**src/rtl/uart_block_assembler.sv**
```systemverilog
// Packs bytes from the UART receiver into one NBYTES-wide AES input block and hands it off over valid/ready.
// Inter-byte timeout that discards partial blocks is compiled in only when UART_ASM_TIMEOUT_EN is defined.
module uart_block_assembler #(
  parameter int NBYTES         = 16,
  parameter int CW             = 5,
  parameter int TIMEOUT_CYCLES = 1000000
) (
  input  logic                Clk,
  input  logic                Rst_n,
  input  logic                RxDone,
  input  logic [7:0]          RxData,
  input  logic                Clear,
  input  logic                BlkReady,
  output logic [8*NBYTES-1:0] BlkData,
  output logic                BlkValid,
  output logic [CW-1:0]       ByteCount,
  output logic                Overrun,
  output logic                TimeoutErr
);

  // state   | meaning
  // COLLECT | shifting received bytes into the current block
  // HOLD    | block complete and frozen until BlkReady; new bytes are dropped as overrun
  typedef enum logic [0:0] {
    COLLECT = 1'b0,
    HOLD    = 1'b1
  } state_t;

  localparam int            BW       = 8 * NBYTES;
  localparam logic [CW-1:0] LAST_IDX = CW'(NBYTES - 1);
  localparam logic [CW-1:0] ONE      = CW'(1);

  if (NBYTES < 1 || CW < $clog2(NBYTES + 1) || TIMEOUT_CYCLES < 2) begin : g_cfg_check
    $error("uart_block_assembler: invalid parameter set");
  end

  state_t        state, state_nxt;
  logic          rx_s1, rx_s2, rx_s3;
  logic          byte_evt;
  logic [BW-1:0] shifted;
  logic [BW-1:0] data_nxt;
  logic          valid_nxt;
  logic [CW-1:0] count_nxt;
  logic          ovr_nxt;
  logic          tmo_nxt;
  logic          tmo_hit;

  // RxDone is asynchronous; RxData is trusted to be stable by the time the event fires.
  always_ff @(posedge Clk or negedge Rst_n) begin
    if (!Rst_n) begin
      rx_s1 <= 1'b0;
      rx_s2 <= 1'b0;
      rx_s3 <= 1'b0;
    end else begin
      rx_s1 <= RxDone;
      rx_s2 <= rx_s1;
      rx_s3 <= rx_s2;
    end
  end

  assign byte_evt = rx_s2 & ~rx_s3;
  assign shifted  = (BlkData << 8) | BW'(RxData);

`ifdef UART_ASM_TIMEOUT_EN
  localparam int            TW       = $clog2(TIMEOUT_CYCLES);
  localparam logic [TW-1:0] TMO_LAST = TW'(TIMEOUT_CYCLES - 1);

  logic [TW-1:0] tmo_cnt, tmo_cnt_nxt;

  // A byte landing on the expiry edge wins over the timeout.
  assign tmo_hit = (state == COLLECT) && (ByteCount != '0) && !byte_evt && !Clear &&
                   (tmo_cnt == TMO_LAST);

  always_comb begin
    tmo_cnt_nxt = tmo_cnt + TW'(1);
    if (Clear || byte_evt || tmo_hit || (state == HOLD) || (ByteCount == '0)) begin
      tmo_cnt_nxt = '0;
    end
  end

  always_ff @(posedge Clk or negedge Rst_n) begin
    if (!Rst_n) begin
      tmo_cnt <= '0;
    end else begin
      tmo_cnt <= tmo_cnt_nxt;
    end
  end
`else
  assign tmo_hit = 1'b0;
`endif

  always_comb begin
    state_nxt = state;
    data_nxt  = BlkData;
    valid_nxt = BlkValid;
    count_nxt = ByteCount;
    ovr_nxt   = 1'b0;
    tmo_nxt   = 1'b0;
    if (Clear) begin
      // BlkData is intentionally left alone; only the fill level is discarded.
      state_nxt = COLLECT;
      valid_nxt = 1'b0;
      count_nxt = '0;
    end else begin
      case (state)
        COLLECT: begin
          if (byte_evt) begin
            data_nxt  = shifted;
            count_nxt = ByteCount + ONE;
            if (ByteCount == LAST_IDX) begin
              valid_nxt = 1'b1;
              state_nxt = HOLD;
            end
          end else if (tmo_hit) begin
            count_nxt = '0;
            tmo_nxt   = 1'b1;
          end
        end
        HOLD: begin
          if (BlkReady) begin
            valid_nxt = 1'b0;
            count_nxt = '0;
            state_nxt = COLLECT;
            if (byte_evt) begin
              data_nxt  = shifted;
              count_nxt = ONE;
              if (LAST_IDX == '0) begin
                valid_nxt = 1'b1;
                state_nxt = HOLD;
              end
            end
          end else if (byte_evt) begin
            ovr_nxt = 1'b1;
          end
        end
        default: begin
          state_nxt = COLLECT;
        end
      endcase
    end
  end

  always_ff @(posedge Clk or negedge Rst_n) begin
    if (!Rst_n) begin
      state      <= COLLECT;
      BlkData    <= '0;
      BlkValid   <= 1'b0;
      ByteCount  <= '0;
      Overrun    <= 1'b0;
      TimeoutErr <= 1'b0;
    end else begin
      state      <= state_nxt;
      BlkData    <= data_nxt;
      BlkValid   <= valid_nxt;
      ByteCount  <= count_nxt;
      Overrun    <= ovr_nxt;
      TimeoutErr <= tmo_nxt;
    end
  end

endmodule

```
**config.mk**
```make
export PLATFORM = sky130hd
export DESIGN_NAME = uart_block_assembler
export DESIGN_NICKNAME = d
export VERILOG_FILES = /design/src/rtl/uart_block_assembler.sv
export SDC_FILE = /design/constraint.sdc
export NUM_CORES = 1
export LEC_CHECK = 0
export CORE_MARGIN = 5
export CORE_UTILIZATION = 44
export CTS_CLUSTER_DIAMETER = 150
export DETAILED_ROUTE_END_ITERATION = 10
export PLACE_DENSITY = 0.76
export SYNTH_ARGS = -nofsm -noshare
export SYNTH_HDL_FRONTEND = slang
export SYNTH_SLANG_ARGS = --single-unit
export TNS_END_PERCENT = 50
```
**constraint.sdc**
```tcl
create_clock -name Clk -period 1.6 [get_ports Clk]
set_clock_uncertainty 0.15 [all_clocks]
set_input_delay 0.16 -clock Clk [delete_from_list [all_inputs] [get_ports Clk]]
set_output_delay 0.16 -clock Clk [all_outputs]
set_load 0.01 [all_outputs]
```
======== Word-level counts from Yosys, hierarchy flattened ========
Cells that the tools add are included.
storage, ports and cells
  register bits ........................... 139
  input port bits ......................... 13
  output and inout port bits .............. 136
  logic and storage cells ................. 44
operators by class
  $add $sub $neg .......................... 1
  equality and inequality tests ........... 5
  muxes and demuxes ....................... 22
  bitwise gates (word level) .............. 5
  reductions and logical operators ........ 3
operators with widths
  kind                                                                    number
  128-bit 2-to-1 mux                                                      2
  128-bit case mux with 2 select lines                                    1
  128-bit by 8-bit OR with 128-bit output                                 1
  5-bit 2-to-1 mux                                                        3
  1-bit 2-to-1 mux                                                        13
  5-bit case mux with 2 select lines                                      1
  3-bit != test (second input constant)                                   3
  5-bit by 1-bit adder with 5-bit output (second input constant)          1
  5-bit by 4-bit equality test with 1-bit output (second input constant)  1
  1-bit case mux with 2 select lines                                      2
  2-bit AND reduction                                                     2
  1-bit inverter                                                          3
  3-bit AND reduction                                                     1
  2-bit != test (second input constant)                                   1
  1-bit bitwise AND                                                       1

======== Longest topological paths before layout ========
Gate-level depths: netlist of the first run.
  word-level depth ........................ 6
  depth in mapped cells ................... 5
  mapped depth without buffers ............ 5

======== Worst setup path after synthesis of the first run ========
OpenSTA, ideal clock, no wires.
  path type ............................... register -> register
  start point ............................. register rx_s3
  end point ............................... register BlkData[122]
  library setup time ...................... 0.127 ns
  data arrival time ....................... 1.499 ns
  required time ........................... 1.323 ns
  setup slack ............................. -0.177 ns
  stages on the path, launching flop included .. 6
  path buffers ............................ 2
  clock period less this slack ............ 1.777 ns
  cells stage by stage .................... dfrtp_1 nand2b_1 nor3b_4 buf_8 buf_12 mux2_1
between the ends
  cells in the longest elaborated chain, start to end .. 5
ends and longest elaborated chain
  item                                      RTL line  RTL
  start, declared                           38        logic rx_s1, rx_s2, rx_s3;
  start signal, assigned                    57        rx_s3 <= rx_s2;
  1-bit inverter (*)                        61        assign byte_evt = rx_s2 & ~rx_s3;
  1-bit bitwise AND (*)                     61
  128-bit 2-to-1 mux (*)                    -
  128-bit 2-to-1 mux                        -
  128-bit case mux with 2 select lines (*)  -
  end signal, assigned                      153       BlkData <= data_nxt;
  end, declared                             14        output logic [8*NBYTES-1:0] BlkData,
Every way passes the cells marked *; elsewhere a longest branch is shown, timed or not. The select of a mux whose other input is x is not followed.
A chain may end at the register's enable or synchronous reset.

======== Worst setup path after layout of the first run ========
  start point ............................. register rx_s3
  end point ............................... register BlkData[126]
The elaborated chain is that of the path after synthesis.

==> impl_metrics.env, run 1 <==
export IMPL_worst_path_max_fanout=10
export IMPL_hold_viol_final=0
export IMPL_max_freq_mhz=563
export IMPL_syn_num_nets=334
export IMPL_p_leak_nw=4.40
export IMPL_cts_buffers_inserted=17
export IMPL_fillerInstances=923
export IMPL_die_h_microns=123
export IMPL_synth_compound_area_share_pct=1.00
export IMPL_p_total_w=0.0120
export IMPL_cp_arrival_ps=1920
export IMPL_synth_common_cells="139 x dfrtp_1, 68 x mux2_1, 60 x mux2_4"
export IMPL_io_pins=149
export IMPL_synth_seq_cells=139
export IMPL_die_x_microns=123
export IMPL_dpl_hpwl_microns=8310
export IMPL_critPathKind="reg -> reg"
export IMPL_grt_antenna_before_repair=0
export IMPL_violations="negative setup slack"
export IMPL_ir_worst_vdd_mv=0.853
export IMPL_port_buffers=147
export IMPL_synthMuxAreaShare_pct=29.6
export IMPL_ant_nets=0
export IMPL_yosys_area_share_simple_pct=2.22
export IMPL_yosysWarnings=0
export IMPL_drtIter0Drc=169
export IMPL_drc=0
export IMPL_viasPerCell=4.86
export IMPL_yosysSeqAreaShare_pct=61.8
export IMPL_max_cap_viol_count=0
export IMPL_synthArstFlopShare_pct=100
export IMPL_synth_most_common_cell="dfrtp_1"
export IMPL_synth_top_family_by_area="multiplexers"
export IMPL_synth_top_cell_area_share_pct=61.8
export IMPL_rsz0062_at_grt="true"
export IMPL_max_clock_path_buffers=2
export IMPL_worstPathRequired_ps=1740
export IMPL_synth_area_leader_cell="dfrtp_1"
export IMPL_clk_pin_slew_ps=60
export IMPL_finalNetCount=522
export IMPL_outcome="complete, but fails checks"
export IMPL_setup_violations_final=130
export IMPL_synth_edf_count=0
export IMPL_drt_pass1_iter_count=4
export IMPL_syn_area_sq_um=5630
export IMPL_detail_route_wirelength_microns=13400
export IMPL_cts_tree="built"
export IMPL_grt_pass1_wl_microns=19500
export IMPL_finalCritPeriodShare_pct=111
export IMPL_num_vias=3353
export IMPL_groute_usage_overall_pct=16.7
export IMPL_die_area_sq_um=15200
export IMPL_cts_sinks=139
export IMPL_first_global_vias=3629
export IMPL_pwr_density_cell_nw_per_um2=1430
export IMPL_grt_ovfl_total=0
export IMPL_yosys_area_share_xor_xnor_pct=0
export IMPL_htreeDepth=4
export IMPL_dpl_worst_slack_ps=-397
export IMPL_syn_inst=319
export IMPL_post_route_min_period_ps=1780
export IMPL_place_congestion=0.804
export IMPL_area_delta_synth_final_pct=49.1
export IMPL_wl_per_cell_microns=19.4
export IMPL_clk_latency_ps=400
export IMPL_worstHoldPathType="in -> async"
export IMPL_slew_violations=0
export IMPL_cts_root_buf="clkbuf_16"
export IMPL_drive_gt1_share_pct=38.8
export IMPL_synthAdderAreaFrac_pct=0.444
export IMPL_grt_max_degree=43
export IMPL_end_kind="flip-flop"
export IMPL_core_sq_um=12600
export IMPL_rows=41
export IMPL_start_util_pct=44.8
export IMPL_ys_types=29
export IMPL_start_kind="flip-flop"
export IMPL_worst_slack_ps=-177
export IMPL_postSynthAreaPerCell_sq_um=17.7
export IMPL_synth_top_cells_by_area="dfrtp_1 62%, mux2_4 16%, mux2_1 14%"
export IMPL_antennaDiodeCount=0
export IMPL_ys_flop_type="dfrtp_1"
-- power by group --
group	internal, W	leakage (nW)	switching [W]
clock network	0.00223	0.261	0.00139
registers	0.00435	1.82	0.000733
logic	0.00203	2.31	0.00122
-- area by class of cell --
class / count / area (sq um) / share of cell area [%]
Sequential cell: 139 / 3480 / 41.5
Timing Repair Buffer: 186 / 1990 / 23.7
Clock buffer: 23 / 478 / 5.69
Inverter: 3 / 11.3 / 0.134
Multi-Input combinational cell: 160 / 2160 / 25.7
Clock inverter: 7 / 67.6 / 0.805
Tap cell: 172 / 215 / 2.56
-- routing by layer --
layer	track usage, %	up-vias	wire [microns]
li1	-	1501	-
met1	21.8	1723	5910
met2	24.8	116	6230
met3	6.77	13	1130
met4	6.51	0	120
met5	0	-	0
-- final timing paths --
check                        from           end  slack (ps)  cells past startpoint
max                         rx_s3  BlkData[126]        -180                      6
min                         Rst_n  BlkData[117]          50                      2
max reg2reg                 rx_s3  BlkData[126]        -180                      6
min reg2reg                 rx_s1         rx_s2         210                      0
max in group asynchronous   Rst_n   BlkData[44]         720                      3
min in group Clk           RxDone         rx_s1          70                      1
-- state kept, by name (all words and copies together) (netlist names) --
signal,count
rx_s1,1
rx_s2,1
Overrun,1
BlkValid,1
state,1
ByteCount,5
BlkData,128
rx_s3,1
-- critical path, cell delays in order, from the launching register on --
cell and delay (ps):
dfrtp_1 380, nand2b_4 150, nor3b_4 190, buf_6 170, clkbuf_16 170, buf_16 150, mux2_4 310
-- cell usage in the layout (no fill, tap or decap), drive strengths merged, types with 2 or more instances in the layout --
cell             n
a21oi            5
and3             2
buf             29
clkbuf          33
clkdlybuf4s50   11
clkinv           3
clkinvlp         3
dfrtp          139
dlygate4sd2    134
ha               2
inv              3
mux2           128
nand2            2
nand2b           2
nand3            3
nor3b            3
o21ai            2
or3              2
-- through the flow --
stage | util [%] | setup TNS (ps) | cell area [sq um] | cells | hold WS (ps)
after floorplan | - | -13260 | 5790 | 319 | -286
final | 66.8 | -19130 | 8390 | 690 | 49.1
after global routing | 66.8 | -25670 | 8390 | 690 | 63.9
after global placement | 59.8 | -46120 | 7510 | 644 | -93.3
after CTS | 63.4 | -14010 | 7960 | 677 | 45.8
after detailed placement | 59.8 | -46900 | 7510 | 644 | -97.7
-- cells by family (layout without fill, tap and decap cells) --
logic type | Yosys count | in the layout
flip-flops | 139 | 139
multiplexers | 128 | 128
buffers and inverters | 20 | 219
AND/OR/NAND/NOR | 19 | 19
AO/OA/AOI/OAI | 10 | 10
adder cells (fa/ha/maj) | 2 | 2
other | 1 | 1
-- timing repair --
item                                   CTS  global route
hold buffers                             1             0
gates cloned                             1            12
buffers inserted                         1             1
setup endpoints to repair              264           132
pin swaps                                1             2
gates resized for setup                144            39
endpoints found under the hold margin  139             0
No activity file was read; power rests on OpenSTA's default activity.
==> inputs of run 2 (changes only) <==
- SLEW_MARGIN: unset -> 20
==> results of run 2 <==
Same layout as run 1: the final DEF is identical, and so are final timing and power.
